--- src/rtl/sreg_serializer.sv ---
// Parallel-to-serial stage: bytes queue in a small FIFO and leave LSB-first in
// free-running 8-cycle frames; an idle byte fills any frame with no queued data.
module sreg_serializer #(
    parameter int unsigned DEPTH     = 4,
    parameter logic [7:0]  IDLE_BYTE = 8'h00
) (
    input  logic                        clk,
    input  logic                        rst_n,
    input  logic [7:0]                  in_data,
    input  logic                        in_valid,
    output logic                        in_ready,
    output logic                        serial_out,
    output logic                        frame_start,
    output logic                        busy,
    output logic                        underrun,
    output logic [$clog2(DEPTH):0]      level
);

    localparam int unsigned AW = (DEPTH > 1) ? $clog2(DEPTH) : 1;
    localparam int unsigned LW = $clog2(DEPTH) + 1;

    // FIFO storage and pointers
    logic [7:0]    r_mem [DEPTH];
    logic [AW-1:0] r_wptr;
    logic [AW-1:0] r_rptr;
    logic [LW-1:0] r_count;

    // Shifter state and registered outputs
    logic [7:0]    r_sh;
    logic [2:0]    r_bcnt;
    logic          r_last_busy;
    logic          r_serial;
    logic          r_frame_start;
    logic          r_busy;
    logic          r_underrun;

    // Next-state values
    logic [AW-1:0] w_wptr_nxt;
    logic [AW-1:0] w_rptr_nxt;
    logic [LW-1:0] w_count_nxt;
    logic [7:0]    w_sh_nxt;
    logic          w_last_busy_nxt;
    logic          w_serial_nxt;
    logic          w_frame_start_nxt;
    logic          w_busy_nxt;
    logic          w_underrun_nxt;

    logic          w_ready;
    logic          w_push;
    logic          w_load;
    logic          w_pop;
    logic [7:0]    w_head;

    // Ready depends only on the registered count, never on in_valid
    assign w_ready = (r_count < LW'(DEPTH));
    assign w_push  = in_valid && w_ready;
    assign w_load  = (r_bcnt == 3'd0);
    assign w_pop   = w_load && (r_count != '0);
    assign w_head  = r_mem[r_rptr];

    always_comb begin
        w_wptr_nxt        = r_wptr;
        w_rptr_nxt        = r_rptr;
        w_count_nxt       = r_count;
        w_sh_nxt          = r_sh;
        w_last_busy_nxt   = r_last_busy;
        w_serial_nxt      = r_serial;
        w_frame_start_nxt = 1'b0;
        w_busy_nxt        = r_busy;
        w_underrun_nxt    = 1'b0;

        if (w_push) begin
            w_wptr_nxt = r_wptr + AW'(1);
        end
        if (w_pop) begin
            w_rptr_nxt = r_rptr + AW'(1);
        end
        case ({w_push, w_pop})
            2'b10:   w_count_nxt = r_count + LW'(1);
            2'b01:   w_count_nxt = r_count - LW'(1);
            default: w_count_nxt = r_count;
        endcase

        // Load edge picks the next frame's byte; other edges shift out sh[bcnt]
        if (w_load) begin
            w_frame_start_nxt = 1'b1;
            if (w_pop) begin
                w_sh_nxt        = w_head;
                w_serial_nxt    = w_head[0];
                w_busy_nxt      = 1'b1;
                w_last_busy_nxt = 1'b1;
            end else begin
                w_sh_nxt        = IDLE_BYTE;
                w_serial_nxt    = IDLE_BYTE[0];
                w_busy_nxt      = 1'b0;
                w_underrun_nxt  = r_last_busy;
                w_last_busy_nxt = 1'b0;
            end
        end else begin
            w_serial_nxt = r_sh[r_bcnt];
        end
    end

    always_ff @(posedge clk or negedge rst_n) begin
        if (!rst_n) begin
            r_wptr        <= '0;
            r_rptr        <= '0;
            r_count       <= '0;
            r_sh          <= IDLE_BYTE;
            r_bcnt        <= 3'd0;
            r_last_busy   <= 1'b0;
            r_serial      <= 1'b0;
            r_frame_start <= 1'b0;
            r_busy        <= 1'b0;
            r_underrun    <= 1'b0;
        end else begin
            r_wptr        <= w_wptr_nxt;
            r_rptr        <= w_rptr_nxt;
            r_count       <= w_count_nxt;
            r_sh          <= w_sh_nxt;
            r_bcnt        <= r_bcnt + 3'd1;
            r_last_busy   <= w_last_busy_nxt;
            r_serial      <= w_serial_nxt;
            r_frame_start <= w_frame_start_nxt;
            r_busy        <= w_busy_nxt;
            r_underrun    <= w_underrun_nxt;
        end
    end

    // Storage needs no reset: pointers and count define what is valid
    always_ff @(posedge clk) begin
        if (w_push) begin
            r_mem[r_wptr] <= in_data;
        end
    end

    assign in_ready    = w_ready;
    assign serial_out  = r_serial;
    assign frame_start = r_frame_start;
    assign busy        = r_busy;
    assign underrun    = r_underrun;
    assign level       = r_count;

endmodule

--- config.mk ---
export PLATFORM = sky130hd
export DESIGN_NAME = sreg_serializer
export DESIGN_NICKNAME = d
export VERILOG_FILES = /design/src/rtl/sreg_serializer.sv
export SDC_FILE = /design/constraint.sdc
export NUM_CORES = 1
export LEC_CHECK = 0
export ABC_AREA = 1
export BUFFER_PORTS_ARGS = -buffer_cell sky130_fd_sc_hd__buf_2
export CAP_MARGIN = 0
export CORE_MARGIN = 4
export CORE_UTILIZATION = 50
export CTS_CLUSTER_DIAMETER = 30
export DETAILED_ROUTE_END_ITERATION = 12
export PLACE_DENSITY = 0.81
export SETUP_SLACK_MARGIN = 0.5
export SYNTH_ARGS = -nofsm -noshare
export SYNTH_HDL_FRONTEND = slang
export SYNTH_SLANG_ARGS = --single-unit
--- constraint.sdc ---
create_clock -name clk -period 3.52 [get_ports clk]
set_input_delay 0.352 -clock clk [delete_from_list [all_inputs] [get_ports clk]]
set_output_delay 0.352 -clock clk [all_outputs]
set_load 0.02 [all_outputs]
==> results by group <==
Run status
  – Outcome: complete, no violations

Routing
  – Routed wire length: 3832 µm
  – DRT iter0 DRCs: 74
  – Post-route ant nets: 0
  – Via/cell ratio: 4.993
  – Vias: 1398
  – DRT Pass-1 Iters: 4
  – Residual DRC: 0
  – Avg WL per Cell: 13.69 µm

Setup path
  – Levels on crit path: 12
  – Critical Path Start: r_bcnt[0]
  – R2r worst-path depth: 12
  – Reg2reg start: r_bcnt[0]
  – Worst setup path end: level[2]
  – Crit path kind: register to register
  – Reg2reg setup slack: 1020 ps
  – Critical Path End Type: register
  – Most numerous cell on the critical path: inv_1
  – Crit Path Max Fanout: 10
  – Worst Path Required: 3760 ps
  – CP Data Arrival Time: 2740 ps
  – CP Cell Sequence: inv_1 > ha_1 > inv_1 > nor2_4 > nand2_2 > inv_4 > ha_1 > inv_1 > fa_1 > or2_2 > nand2_1 > xor2_1
  – Cell family with most CP delay: adder cells
  – Worst R2R End: level[2]
  – Worst path slowest cell: dfrtp_1
  – Startpoint Class: register
  – Crit path buf inv count: 4
  – CP max stage delay: 450 ps

Synth
  – Synthesized cell area: 0.002266 mm²
  – Yosys warnings: 0
  – Sequential fraction of the synthesis area: 66.70%
  – Syn nets: 224
  – Post-Syn Area per Cell: 11.05 µm²
  – Synth unique cells: 21
  – Synth Register Bits: 54
  – Cell count after synthesis: 205

Floorplan
  – Initial Util: 51.68%
  – Die height: 75.32 µm
  – Core ar.: 0.004384 mm²
  – Row count: 24
  – Die W: 75.32 µm
  – Die Area: 0.005673 mm²
  – I/O Pins: 19

Placed design
  – Placed cell areas: 0.002386 mm²
  – Port Buffers: 18
  – Post-DP HPWL: 2632 µm
  – Placer congestion estimate: 0.8683

Timing
  – Fin crit period: 2504 ps
  – Final setup violation count: 0
  – Clock Skews: 4.935 ps
  – Actual slew at the worst max-slew pin: 800.1 ps
  – Final period util: 71.13%
  – Final Max Slew Viols: 0
  – Hold slack final: 251.4 ps
  – RSZ-0062 raised after global routing: no
  – Fin Setup TNS: 0 ps
  – Fmax achieved: 399.4 MHz
  – Normalized max-slew margin: 46.46%
  – Final hold vios: 0

Layout
  – Ant diodes: 0
  – # nets final: 246
  – Fillers: 371
  – Syn-to-layout area delta: 10.71%
  – Reg area: 0.001511 mm²
  – Layout cells sized above 1: 14.47%
  – Cell area after layout: 0.002509 mm²
  – Area of the multi-input gates: 616.8 µm²

GRT
  – Wire length of the first global-routing pass: 6686 µm
  – Pin count of the biggest net entering global routing: 23
  – Number of global-route vias before repair: 1449
  – Grt ovf: 0
  – Antenna violations before repair: 0
  – Gr usage total: 16.24%

Clock network
  – Setup Buffers After CTS: 0
  – Total CTS buffers: 5
  – CTS tree: done
  – Clock sinks: 54
  – Root Driver: clkbuf_8
  – Htree depth: 2
  – Clock slew at reported path FFs: 100 ps
  – Clock Latency Late Sink: 310 ps
  – Maximum clock insertion buffer count: 2

Power and ir drop
  – Static Leak: 1.097 nW
  – Pwr Total: 1.857 mW
  – Peak supply drop: 299.8 µV
  – Pwr dens: 740.3 mW/mm²

Run
  – Max_cap viols: 0

Min path
  – Tightest Hold Check Type: input pin to register
through the flow:
step                      std cells  setup slack [ps]  utilization (%)
final                           280              1016            57.22
after global routing            280             798.5            57.22
after CTS                       280             993.5            57.22
after detailed placement        271              1058            54.42
after global placement          271              1203            54.42
after floorplan                 205              1300                -
cell type report:
cell class / count / share of cell area, %
Clock inverter: 3 / 1.746
Multi-Input combinational cell: 121 / 24.59
Sequential cell: 54 / 60.25
Timing Repair Buffer: 19 / 3.990
Inverter: 26 / 4.090
Tap cell: 52 / 2.594
Clock buffer: 5 / 2.743
worst min-delay path by stage:
stage,startpoint,endpoint,slack [ps],depth (start not counted)
6_report,in_data[5],r_mem[2][5],250,1
5_1_grt,in_data[2],r_mem[3][2],250,1
4_1_cts,in_data[2],r_mem[3][2],240,1
3_5_place_dp,rst_n,r_wptr[1],330,1
3_3_place_gp,rst_n,r_wptr[1],330,1
2_1_floorplan,rst_n,busy,60,0
registers in the layout, indices dropped and copies added (netlist names):
| signal | count |
|---|---|
| level | 3 |
| r_bcnt | 3 |
| underrun | 1 |
| r_mem | 32 |
| r_rptr | 2 |
| r_wptr | 2 |
| frame_start | 1 |
| serial_out | 1 |
| busy | 1 |
| r_sh | 8 |
where the power goes:
| group | internal, mW | switching [mW] |
|---|---|---|
| Sequential | 0.829 | 0.108 |
| Clock | 0.213 | 0.202 |
| Combinational | 0.172 | 0.333 |
metal layers:
| layer | global-route usage [%] | vias to the layer above | wire (µm) |
|---|---|---|---|
| li1 | - | 711 | - |
| met1 | 20.35 | 656 | 1754 |
| met2 | 26.94 | 25 | 1853 |
| met4 | 7.379 | 0 | 80 |
| met3 | 3.694 | 6 | 143 |
| met5 | 0 | - | 0 |
kinds of logic (layout without fill, tap and decap cells):
| kind of cell | after synthesis | after routing | share of synthesized area [%] |
|---|---|---|---|
| buffers and inverters | 30 | 53 | 6.073 |
| adders and majority gates | 8 | 8 | 4.749 |
| and+or+nand+nor | 100 | 100 | 18.94 |
| xor gates and xnor gates | 4 | 4 | 1.546 |
| DFF | 54 | 54 | 66.70 |
| AOI/OAI and AO/OA | 9 | 9 | 1.988 |
layout by cell type (no fill, tap or decap), drive strengths merged:
cell and instances:
dlygate4sd3 1, nand2 58, o21ai 7, edfxtp 32, clkbuf 5, nor2 10
buf 18, xnor2 1, nor3 1, dfrtp 22, fa 1, or2 1
inv 27, xor2 3, clkinv 1, nand3 30, bufinv 1, a21oi 2
ha 7
synth_stat cells:
library cell	instances	area (µm²)
o21ai_0	7	35.03
edfxtp_1	32	960.9
nand2_1	56	210.2
ha_1	7	87.58
nor2_4	1	11.26
inv_4	2	12.51
nor2_1	9	33.78
a21oi_1	2	10.01
fa_1	1	20.02
buf_4	1	7.510
nand3_1	30	150.1
nand2_2	2	12.51
buf_2	1	5.000
inv_2	1	3.750
xor2_1	3	26.28
or2_2	1	6.260
inv_1	23	86.33
buf_6	2	22.52
dfrtp_1	22	550.5
xnor2_1	1	8.760
nor3_1	1	5.000
timing repair:
item,in CTS,in global routing
endpoints found under the hold margin,22,0
hold buffers,1,0
resized for setup,0,0
endpoints found under the setup margin,0,0
Note: power is estimated with default switching activity, not from simulation.
